[src/rtl/sample_serializer_pkg.sv]
// Shared tone-generator constants and the MSB-first bit picker
// used by the serializer datapath.
package sample_serializer_pkg;

  localparam int SAMPLE_W   = 16;
  localparam int FRAME_BITS = 32;
  localparam int HALF_BITS  = FRAME_BITS / 2;
  localparam int BIT_W      = $clog2(FRAME_BITS);
  localparam int POS_W      = $clog2(SAMPLE_W);

  // Bit of the sample sent at a given slot within one channel (slot 0 = MSB).
  function automatic logic serial_bit(input logic [SAMPLE_W-1:0] sample,
                                      input logic [POS_W-1:0] chan_bit);
    logic [POS_W-1:0] pos;
    pos = POS_W'(SAMPLE_W - 1) - chan_bit;
    return sample[pos];
  endfunction

endpackage

[src/rtl/sample_serializer_clock_gen.sv]
// Bit-clock timebase: divides clk_in into BCLK and a 32-bit LR frame,
// with registered bclk/lrck and decoded bit/frame start strobes.
module serial_clock_gen
  import sample_serializer_pkg::*;
#(
  parameter int BCLK_DIV = 32
) (
  input  logic             clk_in,
  input  logic             reset_in,
  output logic             bclk,
  output logic             lrck,
  output logic [POS_W-1:0] chan_bit,
  output logic             bit_start,
  output logic             frame_start
);

  localparam int DIV_W = $clog2(BCLK_DIV);

  logic [DIV_W-1:0] div_cnt_r;
  logic [BIT_W-1:0] bit_cnt_r;
  logic             bclk_r;
  logic             lrck_r;

  // Divider and bit counters; bclk/lrck are registered decodes of them.
  always_ff @(posedge clk_in) begin
    if (reset_in) begin
      div_cnt_r <= {DIV_W{1'b0}};
      bit_cnt_r <= {BIT_W{1'b0}};
      bclk_r    <= 1'b0;
      lrck_r    <= 1'b0;
    end else begin
      if (div_cnt_r == DIV_W'(BCLK_DIV - 1)) begin
        div_cnt_r <= {DIV_W{1'b0}};
        bit_cnt_r <= bit_cnt_r + BIT_W'(1);
      end else begin
        div_cnt_r <= div_cnt_r + DIV_W'(1);
        bit_cnt_r <= bit_cnt_r;
      end
      bclk_r <= (div_cnt_r >= DIV_W'(BCLK_DIV / 2));
      lrck_r <= (bit_cnt_r >= BIT_W'(HALF_BITS));
    end
  end

  assign bclk        = bclk_r;
  assign lrck        = lrck_r;
  assign chan_bit    = bit_cnt_r[POS_W-1:0];
  assign bit_start   = (div_cnt_r == {DIV_W{1'b0}});
  assign frame_start = bit_start && (bit_cnt_r == {BIT_W{1'b0}});

endmodule

[src/rtl/sample_serializer.sv]
// Mono I2S-style serializer: one-entry holding buffer feeding a 32-bit
// left-justified frame, with underrun/overrun pulses.
module sample_serializer
  import sample_serializer_pkg::*;
#(
  parameter int BCLK_DIV = 32
) (
  input  logic                clk_in,
  input  logic                reset_in,
  input  logic [SAMPLE_W-1:0] data_in,
  input  logic                data_valid_in,
  output logic                bclk_out,
  output logic                lrck_out,
  output logic                sdata_out,
  output logic                underrun_out,
  output logic                overrun_out
);

  logic             bclk_s;
  logic             lrck_s;
  logic [POS_W-1:0] chan_bit_s;
  logic             bit_start_s;
  logic             frame_start_s;

  serial_clock_gen #(
    .BCLK_DIV (BCLK_DIV)
  ) u_clock_gen (
    .clk_in      (clk_in),
    .reset_in    (reset_in),
    .bclk        (bclk_s),
    .lrck        (lrck_s),
    .chan_bit    (chan_bit_s),
    .bit_start   (bit_start_s),
    .frame_start (frame_start_s)
  );

  logic [SAMPLE_W-1:0] holding_r, holding_next_s;
  logic [SAMPLE_W-1:0] frame_r, frame_next_s;
  logic                full_r, full_next_s;
  logic                primed_r, primed_next_s;
  logic                underrun_r, underrun_next_s;
  logic                overrun_r, overrun_next_s;
  logic                sdata_r;

  // Buffer policy: a valid coinciding with a frame load bypasses the holding register.
  always_comb begin
    holding_next_s  = holding_r;
    frame_next_s    = frame_r;
    full_next_s     = full_r;
    primed_next_s   = primed_r;
    underrun_next_s = 1'b0;
    overrun_next_s  = 1'b0;
    if (frame_start_s) begin
      if (data_valid_in) begin
        frame_next_s  = data_in;
        full_next_s   = 1'b0;
        primed_next_s = 1'b1;
      end else if (full_r) begin
        frame_next_s = holding_r;
        full_next_s  = 1'b0;
      end else begin
        underrun_next_s = primed_r;
      end
    end else if (data_valid_in) begin
      holding_next_s = data_in;
      full_next_s    = 1'b1;
      primed_next_s  = 1'b1;
      overrun_next_s = full_r;
    end else begin
      holding_next_s = holding_r;
    end
  end

  // Datapath state; sdata picks its bit from the frame as it will be after this edge.
  always_ff @(posedge clk_in) begin
    if (reset_in) begin
      holding_r  <= {SAMPLE_W{1'b0}};
      frame_r    <= {SAMPLE_W{1'b0}};
      full_r     <= 1'b0;
      primed_r   <= 1'b0;
      underrun_r <= 1'b0;
      overrun_r  <= 1'b0;
      sdata_r    <= 1'b0;
    end else begin
      holding_r  <= holding_next_s;
      frame_r    <= frame_next_s;
      full_r     <= full_next_s;
      primed_r   <= primed_next_s;
      underrun_r <= underrun_next_s;
      overrun_r  <= overrun_next_s;
      if (bit_start_s) begin
        sdata_r <= serial_bit(frame_next_s, chan_bit_s);
      end else begin
        sdata_r <= sdata_r;
      end
    end
  end

  assign bclk_out     = bclk_s;
  assign lrck_out     = lrck_s;
  assign sdata_out    = sdata_r;
  assign underrun_out = underrun_r;
  assign overrun_out  = overrun_r;

endmodule

[config.mk]
export PLATFORM = sky130hd
export DESIGN_NAME = sample_serializer
export DESIGN_NICKNAME = d
export VERILOG_FILES = /design/src/rtl/sample_serializer_pkg.sv /design/src/rtl/sample_serializer_clock_gen.sv /design/src/rtl/sample_serializer.sv
export SDC_FILE = /design/constraint.sdc
export NUM_CORES = 1
export LEC_CHECK = 0
export ABC_AREA = 1
export ABC_CLOCK_PERIOD_IN_PS = 2200
export CAP_MARGIN = 5
export CORE_ASPECT_RATIO = 1.1
export CORE_MARGIN = 2
export CORE_UTILIZATION = 40
export DETAILED_ROUTE_END_ITERATION = 8
export PLACE_DENSITY = 0.59
export SLEW_MARGIN = 0
export SYNTH_ARGS = -nofsm -noshare
export SYNTH_HDL_FRONTEND = slang
export SYNTH_HIERARCHICAL = 1
export SYNTH_SLANG_ARGS = --single-unit
[constraint.sdc]
create_clock -name clk_in -period 2.2 [get_ports clk_in]
set_input_delay 0.44 -clock clk_in [delete_from_list [all_inputs] [get_ports clk_in]]
set_output_delay 0.44 -clock clk_in [all_outputs]
set_load 0.02 [all_outputs]
## Word-level counts from Yosys, hierarchy flattened

Cells that the tools add are included.

- Output and inout bits: 5
- Latch bits: 0
- Word-level logic and storage cells: 33
- Memories kept: 0
- Register bits after elaboration: 49
- Bits in writable memories: 0
- Input bits: 19
- Memory bits (read-only): 0

- Multiplexer cells: 5
- Shift operators: 0
- Equality and inequality tests: 1
- Bitwise operators: 2
- $add $sub $neg: 3
- Order comparisons: 3
- Multiply operators: 0
- Divide/modulo/power cells: 0
- Reductions and logical operators: 8

Operators by type and width:

| kind | number |
|---|---|
| $mux W16 | 3 |
| $add A5 B1 Y5 const B | 2 |
| $ge A5 B5 Y1 const B | 2 |
| $logic_not A5 Y1 | 2 |
| $eq A5 B5 Y1 const B | 1 |
| $lt A4 B5 Y1 const B | 1 |
| $bmux W1 S4 | 1 |
| $reduce_or A2 Y1 | 2 |
| $reduce_or A4 Y1 | 1 |
| $sub A4 B4 Y4 const A | 1 |
| $reduce_or A3 Y1 | 1 |
| $not A1 Y1 | 2 |
| $reduce_and A2 Y1 | 1 |
| $logic_and A1 B1 Y1 | 1 |
| $mux W1 | 1 |

## Longest topological paths before layout

Gate-level depths: netlist of the first run.

- Depth in word-level cells: 5
- Mapped depth: 15
- Depth with buffers taken out: 13

## Cells and area by module

Netlist of the first run, hierarchy kept.

By module, submodules not included:

| module | cells an instance | sequential area each (um2) | times used | area each (um2) |
|---|---|---|---|---|
| sample_serializer | 244 | 740.7 | 1 | 1,715.4 |
| serial_clock_gen | 73 | 240.2 | 1 | 560.5 |

## Worst setup path before layout of the first run

No wires, ideal clock.

- Path type: register -> register
- Start: register u_clock_gen.div_cnt_r[0]
- End: register sdata_r (netlist: sdata_out)
- Data required time: 2.091 ns
- Path buffers: 2
- Slack: 0.493 ns
- Arrival time: 1.598 ns
- Period minus slack after synthesis: 1.707 ns
- Stages on the path, launching flop included: 16
- Setup time: 0.109 ns
- Cell sequence: dfxtp_1 > inv_1 > ha_1 > nand3_1 > nor2_1 > buf_2 > nand2_8 > buf_8 > nand2_1 > nand3_1 > nand3_1 > nand3_1 > nand3_1 > nand3_1 > nand2_1 > inv_1

- Cells in the longest elaborated chain, start to end: 5

RTL lines:

| what | line | RTL |
|---|---|---|
| from (decl) | sample_serializer_clock_gen.sv:19 | `logic [DIV_W-1:0] div_cnt_r;` |
| from (signal assigned) | sample_serializer_clock_gen.sv:27 | `div_cnt_r <= {DIV_W{1'b0}};` |
| from (signal assigned) | sample_serializer_clock_gen.sv:33 | `div_cnt_r <= {DIV_W{1'b0}};` |
| from (signal assigned) | sample_serializer_clock_gen.sv:36 | `div_cnt_r <= div_cnt_r + DIV_W'(1);` |
| $logic_not A5 Y1 | sample_serializer_clock_gen.sv:47 | `assign bit_start = (div_cnt_r == {DIV_W{1'b0}});` |
| $logic_and A1 B1 Y1 | sample_serializer_clock_gen.sv:48 | `assign frame_start = bit_start && (bit_cnt_r == {BIT_W{1'b0}});` |
| named net frame_start_s | sample_serializer.sv:23 | `logic frame_start_s;` |
| $mux W16 | sample_serializer.sv:53 | `if (frame_start_s) begin` |
| $bmux W1 S4 | sample_serializer_pkg.sv:16 | `return sample[pos];` |
| $mux W1 (not written as such) | sample_serializer_pkg.sv:16 |  |
| to (signal assigned) | sample_serializer.sv:92 | `sdata_r <= serial_bit(frame_next_s, chan_bit_s);` |
| to (signal assigned) | sample_serializer.sv:94 | `sdata_r <= sdata_r;` |
| to (decl) | sample_serializer.sv:43 | `logic sdata_r;` |

The timed path passes the listed nets, and every way through them passes these cells. The select of a mux whose other input is x is not followed.
A chain may end at the register's enable or synchronous reset.

## Final worst setup path of the first run

- Start: register u_clock_gen.div_cnt_r[0]
- End: register holding_r[8]

- Cells in the longest elaborated chain, start to end: 4

RTL lines:

| what | line | RTL |
|---|---|---|
| $logic_not A5 Y1 | sample_serializer_clock_gen.sv:47 |  |
| $logic_and A1 B1 Y1 | sample_serializer_clock_gen.sv:48 |  |
| named net frame_start_s | sample_serializer.sv:23 |  |
| $not A1 Y1 (no source line) | - |  |
| $reduce_and A2 Y1 (no source line) | - |  |
| to (signal assigned) | sample_serializer.sv:77 | `holding_r <= {SAMPLE_W{1'b0}};` |
| to (signal assigned) | sample_serializer.sv:85 | `holding_r <= holding_next_s;` |
| to (decl) | sample_serializer.sv:37 | `logic [SAMPLE_W-1:0] holding_r, holding_next_s;` |

The timed path passes the listed nets, and every way through them passes these cells.

==> out/qor.txt, run 1 <==
status -> completed
Synth Warn # -> 6
Gate power share -> 0.164
first-pass GRT wire length -> 8370 µm
max-slew violations -> 0
dpl ws -> 0.190 ns
sequential-to-total area share from yosys stat -> 0.431
Slew headroom -> 0.547
clk slew on worst S/H paths -> 0.08 ns
Die W -> 75.9 µm
Reg power frac -> 0.539
library cells used by synthesis -> 24
total wire length -> 4650 µm
arrival time at the worst endpoint -> 2.16 ns
Setup Crit Path Kind -> reg -> reg
number of global-route vias before repair -> 1,779
Final WS setup -> 0.258 ns
most common cell after layout, fill and taps aside -> nand2_1
Syn-to-layout area delta -> 16.1%
worst-path fanout max -> 22
cell taking the most area after synthesis -> dfxtp_1
number of diodes -> 0
largest cells by area after synthesis -> dfxtp_1 (43%), nand2_1 (15%), nand3_1 (9.9%)
Static Leak -> 1.06 nW
fmax -> 515 MHz
num ports -> 24
setup repair after global routing missed its margin -> false
initial core utilization -> 0.419
CTS-repair resized insts -> 0
setup TNS -> 0 ns
Hold WS -> 0.453 ns
Die Y -> 83.1 µm
Post-CTS Hold Fix Bufs -> 0
Die ar. -> 6310 µm²
Fin. Hold Viols -> 0
routed len/inst -> 11.3 µm
H-Tree Depth -> 2
startpoint types -> register
postcts setup bufs -> 0
Internal Power -> 1.31 mW
slew of the pin with the lowest slew margin -> 0.679 ns
Initial DRC Count -> 119
VDD IR-drop max -> 0.000390 V
CP Buf/Inv Count -> 3
CTS tree -> yes
top cell type's share of synthesized area -> 0.431
Hold Crit Class -> reg -> reg
Clk pwr share -> 0.298
via count -> 1,921
antenna-violating nets left -> 0
largest net degree at the start of global routing -> 38
crit path cell chain -> inv_1 > ha_1 > nand3_1 > nor2_1 > buf_12 > nor2_2 > inv_1 > nor2_1 > a211oi_1
clock sink count -> 49
Crit. End Element -> register
layout cells sized above 1 -> 0.0776
Mapped Nets -> 341
Tcrit/Tclk final -> 0.883
Sw Ratio -> 0.265
syn avg cell area -> 7.18 µm²
clock skew -> 0.00314 ns
cells after synthesis -> 317
Tot GR Track Use -> 0.160
CTS buffer count -> 5
max-cap viol count -> 0
Vias/cell -> 4.69
fin crit period -> 1.94 ns
post-DP HPWL -> 3260 µm
Crit path max-delay family -> buffers and inverters
antenna violations before repair -> 0
clk buf depth -> 2
clock latency on the worst-skew pair -> 0.30 ns
Seq cells post-synth -> 49
Slowest cell on crit path -> inv_1
WP data required -> 2.42 ns
gpl congestion -> 0.780
Pwr Density -> 675 nW/µm²
Core ar. -> 5430 µm²
synthesized cell area -> 2280 µm²
nets -> 359
First-pass DRT Iterations -> 4
GRT overflow -> 0
# rows -> 28
critical path's largest stage delay -> 0.50 ns
clk root buf -> clkbuf_8
# setup viols final -> 0
# port buffers -> 23
switching pwr -> 473 µW
most frequent cells in the layout -> nand2_1 (92), dfxtp_1 (49), nand3_1 (45), a21oi_1 (32), inv_1 (25)
Residual DRC -> 0
flip-flops by register name, summed over array words and instances, names as in the netlist:
signal and count:
frame_r 16, full_r 1, holding_r 16, overrun_out 1, primed_r 1, sdata_out 1
u_clock_gen/bclk 1, u_clock_gen/bit_cnt_r 5, u_clock_gen/div_cnt_r 5, u_clock_gen/lrck 1, underrun_out 1
path summary, 6_finish.rpt:
| path | startpoint | endpoint | slack [ns] | depth (start not counted) |
|---|---|---|---|---|
| max reg2reg | u_clock_gen/div_cnt_r[0]$_SDFF_PP0_ | holding_r[8]$_SDFFE_PP0P_ | 0.26 | 9 |
| min reg2reg | primed_r$_SDFFE_PP0P_ | underrun_out$_SDFF_PP0_ | 0.45 | 2 |
| max | u_clock_gen/div_cnt_r[0]$_SDFF_PP0_ | holding_r[8]$_SDFFE_PP0P_ | 0.26 | 9 |
| min | primed_r$_SDFFE_PP0P_ | underrun_out$_SDFF_PP0_ | 0.45 | 2 |
power by group through the flow:
stage	registers, mW	clock network, mW	logic (mW)
2_1_floorplan	0.981	0	0.202
3_3_place_gp	0.981	0	0.293
3_5_place_dp	0.981	0	0.295
4_1_cts	0.961	0.554	0.296
5_1_grt	0.967	0.587	0.335
6_report	0.960	0.530	0.292
Yosys cell counts:
cell type and n:
dfxtp_1 49, nor3_1 1, nand2_2 4, nor3b_2 1, buf_2 8, buf_1 2, nand3_1 45, inv_1 25
clkbuf_1 2, ha_1 5, nor2_1 22, nand2_8 2, a211oi_1 5, buf_6 2, inv_6 1, inv_2 2
nor2_2 3, nor4_1 1, a21oi_1 32, nand2_1 92, nand4_1 1, o21ai_0 7, buf_8 1, buf_4 4
cells by family (layout without fill, tap and decap cells):
group | after synthesis | in the layout | synth area share
AND/OR/NAND/NOR | 172 | 172 | 0.337
AO/OA/AOI/OAI | 44 | 44 | 0.102
flip-flops | 49 | 49 | 0.431
adder cells (fa/ha/maj) | 5 | 5 | 0.0275
buffers and inverters | 47 | 65 | 0.102
worst register-to-register path: stages (launching register included):
cell	delay (ns)
dfxtp_1	0.35
inv_1	0.07
ha_1	0.13
nand3_1	0.11
nor2_1	0.20
buf_12	0.19
nor2_2	0.06
inv_1	0.50
nor2_1	0.08
a211oi_1	0.17
final cells by class:
type                            instances  area, µm²
Clock buffer                            7       86.3
Tap cell                               75       93.8
Inverter                               28        110
Multi-Input combinational cell        221       1060
Sequential cell                        49        981
Timing Repair Buffer                   30        308
Fill cell                             578       2790
through the flow:
step	util	power [mW]	area, µm²	cells
6_report	0.486	1.78	2640	410
4_1_cts	0.486	1.81	2640	410
3_5_place_dp	0.471	1.28	2550	403
2_1_floorplan	-	1.18	2280	317
3_3_place_gp	0.471	1.27	2550	403
5_1_grt	0.486	1.89	2640	410
per-layer routing:
metal	global-route usage	routed length, µm	part of all wire
met1	0.219	2320	0.50
met2	0.252	2110	0.45
met3	0.0380	171	0.037
met4	0.0446	46	0.0099
met5	0	0	0
No activity file was read; power rests on OpenSTA's default activity.
==> run 2: changes to the inputs <==
--- a/config.mk
+++ b/config.mk
@@ -11,9 +11,10 @@
 export CORE_ASPECT_RATIO = 1.1
 export CORE_MARGIN = 2
 export CORE_UTILIZATION = 40
+export CTS_CLUSTER_SIZE = 20
 export DETAILED_ROUTE_END_ITERATION = 8
 export PLACE_DENSITY = 0.59
-export SLEW_MARGIN = 0
+export SLEW_MARGIN = 10
 export SYNTH_ARGS = -nofsm -noshare
 export SYNTH_HDL_FRONTEND = slang
 export SYNTH_HIERARCHICAL = 1
==> results of run 2 <==
The final DEF is identical to that of run 1; final timing and power are the same.
